$ cat src/rtl/sync_fifo_mem.sv
// Storage array for sync_fifo: one write port and one registered read port.
// The array itself is never reset. Only the read data register is reset.
module sync_fifo_mem #(
    parameter int unsigned Width = 8,
    parameter int unsigned Depth = 8,
    parameter int unsigned AddrW = $clog2(Depth)
) (
    input  logic             clk_i,
    input  logic             nrst_i,
    input  logic             we_i,
    input  logic [AddrW-1:0] waddr_i,
    input  logic [Width-1:0] wdata_i,
    input  logic             re_i,
    input  logic [AddrW-1:0] raddr_i,
    output logic [Width-1:0] rdata_o
);

    logic [Width-1:0] r_mem [Depth];
    logic [Width-1:0] r_rdata;

    always_ff @(posedge clk_i) begin
        if (we_i) begin
            r_mem[waddr_i] <= wdata_i;
        end
    end

    // Holds the last word read while no read is accepted.
    always_ff @(posedge clk_i or negedge nrst_i) begin
        if (!nrst_i) begin
            r_rdata <= '0;
        end else if (re_i) begin
            r_rdata <= r_mem[raddr_i];
        end
    end

    assign rdata_o = r_rdata;

endmodule

$ cat src/rtl/sync_fifo.sv
// Single-clock FIFO with registered read data and full/empty flags.
// Pointers carry one extra wrap bit so full and empty can be told apart.
module sync_fifo #(
    parameter int unsigned Width = 8,
    parameter int unsigned Depth = 8
) (
    input  logic             clk_i,
    input  logic             nrst_i,
    input  logic             write_i,
    input  logic [Width-1:0] w_data_i,
    input  logic             read_i,
    output logic [Width-1:0] r_data_o,
    output logic             full_flag_o,
    output logic             empty_flag_o
);

    localparam int unsigned PtrW  = $clog2(Depth) + 1;
    localparam int unsigned AddrW = PtrW - 1;

    logic [PtrW-1:0] r_wr_ptr;
    logic [PtrW-1:0] r_rd_ptr;
    logic            w_full;
    logic            w_empty;
    logic            w_wr_en;
    logic            w_rd_en;

    // Flags come from the registered pointers only, so requests cannot reach the flags.
    assign w_empty = (r_wr_ptr == r_rd_ptr);
    assign w_full  = (r_wr_ptr[AddrW-1:0] == r_rd_ptr[AddrW-1:0]) &&
                     (r_wr_ptr[AddrW] != r_rd_ptr[AddrW]);

    assign w_wr_en = write_i && !w_full;
    assign w_rd_en = read_i && !w_empty;

    always_ff @(posedge clk_i or negedge nrst_i) begin
        if (!nrst_i) begin
            r_wr_ptr <= '0;
            r_rd_ptr <= '0;
        end else begin
            if (w_wr_en) begin
                r_wr_ptr <= r_wr_ptr + PtrW'(1);
            end
            if (w_rd_en) begin
                r_rd_ptr <= r_rd_ptr + PtrW'(1);
            end
        end
    end

    sync_fifo_mem #(
        .Width (Width),
        .Depth (Depth),
        .AddrW (AddrW)
    ) u_mem (
        .clk_i   (clk_i),
        .nrst_i  (nrst_i),
        .we_i    (w_wr_en),
        .waddr_i (r_wr_ptr[AddrW-1:0]),
        .wdata_i (w_data_i),
        .re_i    (w_rd_en),
        .raddr_i (r_rd_ptr[AddrW-1:0]),
        .rdata_o (r_data_o)
    );

    assign full_flag_o  = w_full;
    assign empty_flag_o = w_empty;

endmodule

$ cat config.mk
export PLATFORM = sky130hd
export DESIGN_NAME = sync_fifo
export DESIGN_NICKNAME = d
export VERILOG_FILES = /design/src/rtl/sync_fifo_mem.sv /design/src/rtl/sync_fifo.sv
export SDC_FILE = /design/constraint.sdc
export NUM_CORES = 1
export LEC_CHECK = 0
export CAP_MARGIN = 20
export CORE_MARGIN = 1.5
export CORE_UTILIZATION = 55
export CTS_CLUSTER_DIAMETER = 100
export DETAILED_ROUTE_END_ITERATION = 16
export GPL_TIMING_DRIVEN = 0
export PLACE_DENSITY = 0.75
export SETUP_SLACK_MARGIN = 0.05
export SLEW_MARGIN = 20
export SYNTH_ARGS = -nofsm -noshare
export SYNTH_HDL_FRONTEND = slang
export SYNTH_SLANG_ARGS = --single-unit
$ cat constraint.sdc
create_clock -name clk_i -period 3.6 [get_ports clk_i]
set_input_delay 1.08 -clock clk_i [delete_from_list [all_inputs] [get_ports clk_i]]
set_output_delay 1.08 -clock clk_i [all_outputs]
set_load 0.05 [all_outputs]
* After elaboration in Yosys (flattened, before gate mapping)
Memory sizes are Yosys's and may differ from the RTL's. A register that Yosys moved wholly into a read port is not among the register bits.
Cells that the tools add are included.
** Word-level totals
- Memories :: 1
- Output and inout port bits :: 10
- Logic and storage cells :: 16
- Input port bits :: 12
- Bits in writable memories :: 64
- Flip-flop bits (word level) :: 8
** Memory list
- u_mem.r_mem :: words 8, bits a word 8, rd ports 1, clocked after Yosys merged registers in 1, write ports 1, line sync_fifo_mem.sv:18 : logic [Width-1:0] r_mem [Depth];
** Cells by class
- Equality and inequality tests :: 3
- Reduce and logical (&&, ||, !) cells :: 6
- $add $sub $neg :: 2
- Mux-type cells :: 2
** Operators with widths (count)
- $add A4 B1 Y4 const B :: 2
- $eq A4 B4 Y1 :: 1
- $eq A3 B3 Y1 :: 1
- $logic_and A1 B1 Y1 :: 3
- $logic_not A1 Y1 :: 3
- $mux W1 :: 2
- $ne A1 B1 Y1 :: 1

* Longest topological paths before layout
Gate-level depths: netlist of the first run.
- Depth after elaboration :: 6
- Mapped depth :: 6
- Depth with buffers taken out :: 4

* By module
From an unflattened synthesis of the first run, not the netlist that was laid out.
** Second synthesis, totals
- Cells, all modules :: 213
- Area total of the unflattened synthesis :: 3420.8 µm²
** By module, submodules not included
- sync_fifo_mem :: instances 1, cells an instance 169, area an instance 2861.5 µm², sequential area each 2122.0 µm²
- sync_fifo :: instances 1, cells an instance 44, area an instance 559.3 µm², sequential area each 200.2 µm²

* Least setup slack after synthesis of the first run
No wires, ideal clock.
- Path kind :: reg2out
- From :: reg r_rd_ptr[1]
- To :: out empty_flag_o
- Cell stages (with the launch flop) :: 5
- Path buffers :: 1
- Required time :: 2.520 ns
- Slack :: 0.479 ns
- Data arrival time :: 2.041 ns
- Path through :: dfrtp_1 -> buf_4 -> xor2_1 -> or2_1 -> nor3_1
** Between the ends
- Cells in the longest elaborated chain, start to end :: 1
** Ends and longest elaborated chain
- start, declared :: line sync_fifo.sv:21 : logic [PtrW-1:0] r_rd_ptr;
- start signal, assigned :: line sync_fifo.sv:44 : r_rd_ptr <= r_rd_ptr + PtrW'(1);
- $eq A4 B4 Y1 :: line sync_fifo.sv:28 : assign w_empty = (r_wr_ptr == r_rd_ptr);
- end, declared :: line sync_fifo.sv:14 : output logic empty_flag_o
No other way between the ends.

* Final worst setup path of the first run
- From :: reg r_rd_ptr[1]
- To :: out full_flag_o
** Between the ends
- Cells in the longest elaborated chain, start to end :: 2
** Ends and longest elaborated chain
- $eq A3 B3 Y1 :: line sync_fifo.sv:29 : assign w_full = (r_wr_ptr[AddrW-1:0] == r_rd_ptr[AddrW-1:0]) &&
- $logic_and A1 B1 Y1 :: line sync_fifo.sv:29
- end, declared :: line sync_fifo.sv:13 : output logic full_flag_o,
No other way between the ends.

==> results.md, run 1 <==
- Status: finished, final reports clean
- Die height: 79.2 um
- GRT overflow: 0
- Period utilisation layout: 86.1%
- GRT Total Usage: 21.0%
- Worst r2r src: r_rd_ptr[1]$_DFFE_PN0P_
- Leakage power: between 1 and 1.5 nW
- Crit-path max FO: 10
- CP required: 2520 ps
- Hold Fails Final Rpt: 0
- WHS: 496 ps
- Largest net degree at the start of global routing: 17
- Initial antenna violation count: 0
- Critical path arrival: 2020 ps
- Root buf cell: clkbuf_8
- Pwr dens: 860 nW/um^2
- Per-cell routed wire length: 20.3 um
- Synth area leader: edfxtp_1
- CTS tree: built
- DR pass1 iterations: 4
- Mapped Cells: 168
- Area fraction of the dominant cell type after synthesis: 60.2%
- Post-layout nets: 215
- HP Start: u_mem.rdata_o[3]$_DFFE_PN0P_
- Drc violations: 0
- Syn nets: 182
- DIE AREA: 6270 um^2
- Setup bufs post-CTS: 0
- Max_slew headroom: 33.5%
- Seq/Total Area, Yosys: 72.8%
- Htree depth: 3
- Max-cap violations: 0
- Vias per std cell: 5.68
- Vias in the first global route: 1,710
- Initial DRC count: between 100 and 150
- RSZ-0062 raised after global routing: false
- Total CTS buffers: 9
- Die X: 79.2 um
- Mapped Avg Cell Area: 19.0 um^2
- Yosys reg bits: 80
- Netlist Area Pre-Place: 3190 um^2
- Clock latency at the later pin of the worst-skew pair: 340 ps
- Area contributors post-synth: edfxtp_1 60%, dfrtp_1 13%, mux4_2 11%, mux2i_1 2.5%, xor2_1 1.6%
- Setup CP Type: reg -> out
- Area Overhead vs Synth: 16.0%
- Initial Utilization: between 50% and 60%
- CTS Hold Bufs: 0
- Share of cells above drive strength 1: about a fifth
- Final GP Congestion: 0.741
- Crit path time final: 3100 ps
- IO Port Bufs: 21
- Setup TNS: 0 ps
- Non-Filler Instances: 278
- Setup Viol. Count Final: 0
- Worst VDD drop: 0.000442 V
- Placed wire-length estimate: 3.56 mm
- CTS resizes: 0
- Worst Skew: roughly 9.5 ps
- Antenna diodes: 0
- Dpl cells: 262
- Critical Path Start: r_rd_ptr[1]$_DFFE_PN0P_
- Worst-Margin Slew: 993 ps
- Routed vias: 1,579
- Yosys Warn Count: 0
- Synth unique cells: 24
- Worst Hold Class: reg -> reg
- Pwr Total: 3.18 mW
- Detail Route Antenna Nets: 0
- Slew Limit Fails: 0
- CTS Buffer Depth: 2
- Crit. End Element: primary output
- Row count: 27
- Final WL: 5.65 mm
- Core region area: 5540 um^2
- Worst Setup Start Kind: flip-flop
- Fmax: 323 MHz
- Boundary Pins: 22
- # clock sinks: 80
- Worst-path clk slew: 70 ps
- First-pass GRT wire length: a little over 9 mm
cells by family after synthesis:
kind of cell / Yosys count / synth area share [%]
flip-flops: 80 / 72.8
AND/OR/NAND/NOR: 28 / 4.08
multiplexers: 26 / 14.6
XOR/XNOR: 11 / 3.25
buffers and inverters: 11 / 1.84
AO/OA/AOI/OAI: 10 / 2.63
adder cells (fa/ha/maj): 2 / 0.784
area by class of cell:
type / count / area [um^2]
Inverter: 3 / 11.3
Fill cell: 391 / 1840
Buffer: 8 / 47.5
Tap cell: 72 / 90.1
Clock inverter: 6 / 60.1
Multi-Input combinational cell: 77 / 820
Clock buffer: 10 / 128
Sequential cell: 80 / 2320
Timing Repair Buffer: 22 / 223
path summary, 6_finish.rpt:
check	endpoint	slack, ps	cells past startpoint
max in group asynchronous	u_mem.rdata_o[7]$_DFFE_PN0P_	1890	1
setup reg to reg	u_mem.r_mem[6][5]$_DFFE_PP_	1020	5
min in group asynchronous	u_mem.rdata_o[5]$_DFFE_PN0P_	1200	1
setup / recovery	full_flag_o	500	5
hold / removal	u_mem.rdata_o[3]$_DFFE_PN0P_	500	2
hold reg to reg	u_mem.rdata_o[3]$_DFFE_PN0P_	500	2
layer usage:
metal / GRT usage, % / wire [um] / share of wire [%]
met3: 3.79 / 247 / 4.4
met2: 36.3 / 3080 / 54
met5: 0 / 0 / 0
met4: 9.47 / 110 / 1.9
met1: 26.0 / 2220 / 39
sequential cells by signal (all words and copies together), names as in the netlist:
name / cells
u_mem.rdata_o: 8
r_rd_ptr: 4
r_wr_ptr: 4
u_mem.r_mem: 64
metrics by stage:
| stage | area (um^2) | setup WS, ps | util [%] |
|---|---|---|---|
| after global routing | 3700 | 429 | 66.8 |
| final | 3700 | 500 | 66.8 |
| after CTS | 3700 | 99.1 | 66.7 |
| after detailed placement | 3510 | 413 | 63.3 |
| after floorplan | 3190 | 479 | - |
| after global placement | 3490 | 26.8 | 63.0 |
synthesized netlist by cell type:
master / number
buf_2: 2
buf_4: 4
clkbuf_1: 2
dfrtp_1: 16
edfxtp_1: 64
ha_1: 2
inv_1: 3
mux2_1: 1
mux2_4: 1
mux2i_1: 8
mux4_2: 16
nand2_1: 9
nand2b_1: 3
nand3_1: 1
nor2_1: 8
nor3_1: 4
nor3_2: 1
o21ai_1: 8
o41ai_2: 1
o41ai_4: 1
or2_1: 2
xnor2_1: 4
xor2_1: 6
xor2_2: 1
cell usage in the layout, fill, tap and decap left out, types with 5 or more instances in the layout:
master,netlist,routed
clkdlybuf4s50_1,0,19
o21ai_1,8,8
nand2_1,9,9
mux4_2,16,16
buf_4,4,5
dfrtp_1,16,16
edfxtp_1,64,64
nor2_1,8,8
mux2i_1,8,8
clkbuf_8,0,9
xor2_1,6,6
critical path, stage by stage (launching register included):
cell,delay [ps]
dfrtp_1,390
buf_4,200
xor2_1,230
or2_1,280
nor3_1,130
dlymetal6s2s_1,440
power by group:
part           switching [mW]  internal (mW)  leakage (nW)
logic                   0.744          0.509         0.456
clock network           0.300          0.317        0.0937
registers              0.0945           1.22         0.772
total                    1.14           2.04          1.32
(Power assumes the default switching activity.)
==> run 2, diff against run 1 <==
--- a/config.mk
+++ b/config.mk
@@ -7,11 +7,12 @@
 export LEC_CHECK = 0
 export CAP_MARGIN = 20
 export CORE_MARGIN = 1.5
-export CORE_UTILIZATION = 55
+export CORE_UTILIZATION = 40
 export CTS_CLUSTER_DIAMETER = 100
 export DETAILED_ROUTE_END_ITERATION = 16
 export GPL_TIMING_DRIVEN = 0
-export PLACE_DENSITY = 0.75
+export PLACE_DENSITY = 0.57
+export REMOVE_ABC_BUFFERS = 1
 export SETUP_SLACK_MARGIN = 0.05
 export SLEW_MARGIN = 20
 export SYNTH_ARGS = -nofsm -noshare
==> results.md, run 2 (synthesis gave the netlist of run 1 again) <==
- Max_slew headroom: around a third
- Worst VDD drop: 0.000287 V
- IO Port Bufs: 21
- Worst Skew: 7.20 ps
- Core region area: 7730 um^2
- Critical path arrival: around 2200 ps
- Layout Utilization: 48.6%
- Clock latency at the later pin of the worst-skew pair: 340 ps
- Total CTS buffers: 9
- Non-Filler Instances: 302
- RSZ-0062 raised after global routing: false
- Worst Setup Start Kind: flip-flop
- Setup bufs post-CTS: 0
- Setup CP Type: reg -> out
- Initial antenna violation count: 0
- Die X: 92.3 um
- First-pass GRT wire length: 9.15 mm
- Crit. End Element: primary output
- Max-cap violations: 0
- GRT overflow: 0
- CTS Buffer Depth: 2
- Fmax: 304 MHz
- Share of cells above drive strength 1: 22.0%
- Initial DRC count: 90
- Hold Fails Final Rpt: 0
- Setup Viol. Count Final: 0
- Crit path time final: between 3000 and 4000 ps
- Pwr Total: 3.27 mW
- Critical Path End: full_flag_o
- Period utilisation layout: slightly above 90%
- Detail Route Antenna Nets: 0
- Die height: 92.3 um
- Area Overhead vs Synth: 17.8%
- Most frequent cells in the layout: 64 x edfxtp_1, 19 x clkdlybuf4s50_1, 16 x mux4_2
- Setup TNS: 0 ps
- Largest net degree at the start of global routing: 21
- Dpl cells: 286
- FF-to-FF End: u_mem.r_mem[5][2]$_DFFE_PP_
- Routed vias: 1,536
- Vias in the first global route: 1,616
- # clock sinks: 80
- Pwr dens: a little under 900 nW/um^2
- DIE AREA: 8520 um^2
- Final WL: 5.80 mm
- Worst-Margin Slew: 971 ps
- Status: finished, final reports clean
- CTS resizes: 6
- Per-cell routed wire length: 19.2 um
- Crit-path max FO: 20
- DR pass1 iterations: 4
- Leakage power: 1.30 nW
- Row count: 32
- Final GP Congestion: 0.782
- Vias per std cell: 5.09
- Initial Utilization: 41.3%
- CP required: 2520 ps
- Reg2Reg Depth: 4
- Htree depth: 3
- Post-layout nets: 209
- Boundary Pins: 22
- Largest Register: u_mem.r_mem
- Worst r2r src: r_rd_ptr[1]$_DFFE_PN0P_
- GRT Total Usage: approximately 15%
- Critical Path Start: r_rd_ptr[1]$_DFFE_PN0P_
- Most common cell after layout, fill and taps aside: edfxtp_1
- Max reg flops: 64
- Placed wire-length estimate: 3.65 mm
- Worst Hold Class: reg -> reg
- CTS tree: built
- Slew Limit Fails: 0
- Drc violations: 0
- CTS Hold Bufs: 0
- Worst reg2reg setup slack: about 850 ps
- Root buf cell: clkbuf_8
- Antenna diodes: 0
- Worst-path clk slew: 80 ps
==> run 2: worst min-delay path by stage <==
| stage | start | endpoint | slack (ps) | depth (start not counted) |
|---|---|---|---|---|
| 2_1_floorplan | r_wr_ptr[3]$_DFFE_PN0P_ | r_wr_ptr[3]$_DFFE_PN0P_ | 500 | 1 |
| 3_3_place_gp | u_mem.rdata_o[2]$_DFFE_PN0P_ | u_mem.rdata_o[2]$_DFFE_PN0P_ | 470 | 2 |
| 3_5_place_dp | u_mem.rdata_o[4]$_DFFE_PN0P_ | u_mem.rdata_o[4]$_DFFE_PN0P_ | 480 | 2 |
| 4_1_cts | u_mem.rdata_o[4]$_DFFE_PN0P_ | u_mem.rdata_o[4]$_DFFE_PN0P_ | 500 | 2 |
| 5_1_grt | u_mem.rdata_o[4]$_DFFE_PN0P_ | u_mem.rdata_o[4]$_DFFE_PN0P_ | 530 | 2 |
| 6_report | u_mem.rdata_o[4]$_DFFE_PN0P_ | u_mem.rdata_o[4]$_DFFE_PN0P_ | 490 | 2 |
==> run 2: per-layer routing <==
| metal | routed length (um) | track usage (%) | up-vias |
|---|---|---|---|
| li1 | - | - | 702 |
| met1 | 2560 | 20.3 | 795 |
| met2 | 3010 | 24.2 | 33 |
| met3 | 172 | 4.02 | 6 |
| met4 | 68 | 6.15 | 0 |
| met5 | 0 | 0 | - |
==> run 2: critical path, stage by stage (launching register included) <==
cell           delay [ps]
dfrtp_4               620
xor2_1                280
or2_1                 290
nor3_1                130
dlygate4sd2_1         550
==> run 2: layout make-up <==
class / instances / area (um^2)
Sequential cell: 80 / 2330
Clock inverter: 7 / 93.8
Inverter: 3 / 11.3
Fill cell: 666 / 3970
Tap cell: 102 / 128
Multi-Input combinational cell: 77 / 837
Timing Repair Buffer: 24 / 234
Clock buffer: 9 / 124
==> run 2: where the power goes <==
group	switching, mW	internal (mW)	total [mW]	leakage (nW)
Sequential	0.254	1.23	1.48	0.770
Clock	0.327	0.390	0.717	0.107
Combinational	0.591	0.478	1.07	0.419
==> run 2: through the flow <==
step	setup WS, ps	instance area (um^2)	hold slack (ps)
5_1_grt	158	3760	530
3_3_place_gp	-213	3480	467
2_1_floorplan	19.7	3140	498
6_report	307	3760	495
3_5_place_dp	-63.5	3530	478
4_1_cts	262	3750	497
==> run 3, diff against run 2 <==
--- a/config.mk
+++ b/config.mk
@@ -5,7 +5,7 @@
 export SDC_FILE = /design/constraint.sdc
 export NUM_CORES = 1
 export LEC_CHECK = 0
-export CAP_MARGIN = 20
+export CAP_MARGIN = 15
 export CORE_MARGIN = 1.5
 export CORE_UTILIZATION = 40
 export CTS_CLUSTER_DIAMETER = 100
@@ -14,7 +14,6 @@
 export PLACE_DENSITY = 0.57
 export REMOVE_ABC_BUFFERS = 1
 export SETUP_SLACK_MARGIN = 0.05
-export SLEW_MARGIN = 20
 export SYNTH_ARGS = -nofsm -noshare
 export SYNTH_HDL_FRONTEND = slang
 export SYNTH_SLANG_ARGS = --single-unit
==> results.md, run 3 (synthesis gave the netlist of run 1 again) <==
- Status: finished, final reports clean
- Worst-Margin Slew: around 1100 ps
- GRT overflow: 0
- Routed vias: about 1,500
- Worst VDD drop: 0.000355 V
- Pwr dens: 867 nW/um^2
- Setup TNS: 0 ps
- Hold Fails Final Rpt: 0
- Max-cap violations: 0
- Dpl cells: about 290
- Vias in the first global route: 1,600
- Initial DRC count: roughly 80
- DR pass1 iterations: 4
- DIE AREA: 8520 um^2
- RSZ-0062 raised after global routing: false
- Worst r2r src: r_rd_ptr[2]$_DFFE_PN0P_
- Worst Skew: ~8.2 ps
- First-pass GRT wire length: about 9.0 mm
- Setup Viol. Count Final: 0
- Setup CP Type: reg -> out
- Reg2Reg Depth: 4
- Worst Hold Class: reg -> reg
- Initial antenna violation count: 0
- Final WL: 5.69 mm
- Placed Area: 3540 um^2
- Max reg flops: 64
- Total CTS buffers: 9
- Largest Register: u_mem.r_mem
- Detail Route Antenna Nets: 0
- Crit-path max FO: 11
- Fmax: around 300 MHz
- Share of cells above drive strength 1: 20.2%
- Worst-path clk slew: 80 ps
- Critical path arrival: 2260 ps
- HP Start: u_mem.rdata_o[4]$_DFFE_PN0P_
- Most common cell after layout, fill and taps aside: edfxtp_1
- Non-Filler Instances: 300
- Slew Limit Fails: 0
- Pre-CTS setup slack: -62.7 ps
- Htree depth: 3
- Core region area: 7730 um^2
- Root buf cell: clkbuf_8
- IO Port Bufs: 21
- Max_slew headroom: between 20% and 30%
- Die height: approximately 92 um
- CTS Buffer Depth: 2
- Initial Utilization: 41.3%
- Worst reg2reg setup slack: roughly 680 ps
- Drc violations: 0
- Post-layout nets: 208
- Crit path time final: 3340 ps
- Placed wire-length estimate: around 3.6 mm
- Boundary Pins: 22
- Worst Hold Depth: 2
- Die X: roughly 92 um
- Clock latency at the later pin of the worst-skew pair: 330 ps
- CTS tree: built
- Most frequent cells in the layout: 64 x edfxtp_1, 19 x clkdlybuf4s50_1, 16 x mux4_2
- Crit. End Element: primary output
- # clock sinks: 80
- Largest net degree at the start of global routing: 21
- CP required: 2520 ps
- Antenna diodes: 0
- GRT Total Usage: between 10% and 20%
- Final Cell Area: around 3700 um^2
- Leakage power: between 1 and 1.5 nW
- Period utilisation layout: 92.9%
- Hold Crit Endpoint: u_mem.rdata_o[4]$_DFFE_PN0P_
- CTS Hold Bufs: 0
- Per-cell routed wire length: 19.0 um
- Vias per std cell: 5.00
- FF-to-FF End: u_mem.r_mem[6][3]$_DFFE_PP_
- Row count: 32
- Final GP Congestion: 0.782
- Area Overhead vs Synth: 17.5%
- Worst Setup Start Kind: flip-flop
- Setup slack after layout: 257 ps
## run 3: cell count changes in the layout (fill, tap and decap cells not counted), sizes merged
cell / previous run / this run
buf: 3 / 2
clkbuf: 9 / 11
clkinv: 3 / 1
inv: 4 / 3
## run 3: worst max path at each step
stage / end / start / cells past startpoint / slack [ps]
after floorplan: empty_flag_o / r_rd_ptr[0]$_DFFE_PN0P_ / 3 / 20
after global placement: empty_flag_o / r_rd_ptr[0]$_DFFE_PN0P_ / 4 / -210
after detailed placement: empty_flag_o / r_rd_ptr[1]$_DFFE_PN0P_ / 4 / -60
after CTS: empty_flag_o / r_rd_ptr[0]$_DFFE_PN0P_ / 5 / 220
after global routing: empty_flag_o / r_rd_ptr[0]$_DFFE_PN0P_ / 5 / 100
final: full_flag_o / r_rd_ptr[0]$_DFFE_PN0P_ / 5 / 260
## run 3: layout make-up
| type | instances | area [um^2] |
|---|---|---|
| inverters | 3 | 11.3 |
| flip-flops and latches | 80 | 2330 |
| well taps | 102 | 128 |
| multi-input cells | 77 | 831 |
| clock inverters | 4 | 72.6 |
| clock buffers | 11 | 131 |
| fillers | 658 | 3980 |
| repair buffers | 23 | 246 |
## run 3: metal layers
| layer | GRT usage, % | routed length [um] |
|---|---|---|
| met1 | 19.2 | 2480 |
| met2 | 25.0 | 3000 |
| met3 | 3.37 | 175 |
| met4 | 5.77 | 40 |
| met5 | 0 | 0 |
## run 3: worst max-delay path, cell delays in order, from the launching register on
cell and delay (ps):
dfrtp_2 550, buf_16 220, xor2_2 210, or2_1 250, nor3_1 140, dlygate4sd2_1 550
## run 3: metrics by stage
| step | util (%) | power [mW] | hold WS [ps] |
|---|---|---|---|
| floorplan | - | 2.20 | 498 |
| detailed placement | 45.8 | 2.62 | 478 |
| global placement | 45.0 | 2.49 | 467 |
| CTS | 48.5 | 3.30 | 496 |
| global route | 48.5 | 3.42 | 529 |
| finish | 48.5 | 3.25 | 492 |
## run 3: where the power goes
| part | internal [mW] | switching (mW) |
|---|---|---|
| clock | 0.386 | 0.298 |
| sequential | 1.22 | 0.221 |
| combinational | 0.503 | 0.619 |
| total | 2.11 | 1.14 |
## run 3: timing repair
| item | 4_1_cts | 5_1_grt |
|---|---|---|
| setup endpoints to repair | 2 | 0 |
| setup buffers | 0 | 0 |
| resized for setup | 5 | 0 |
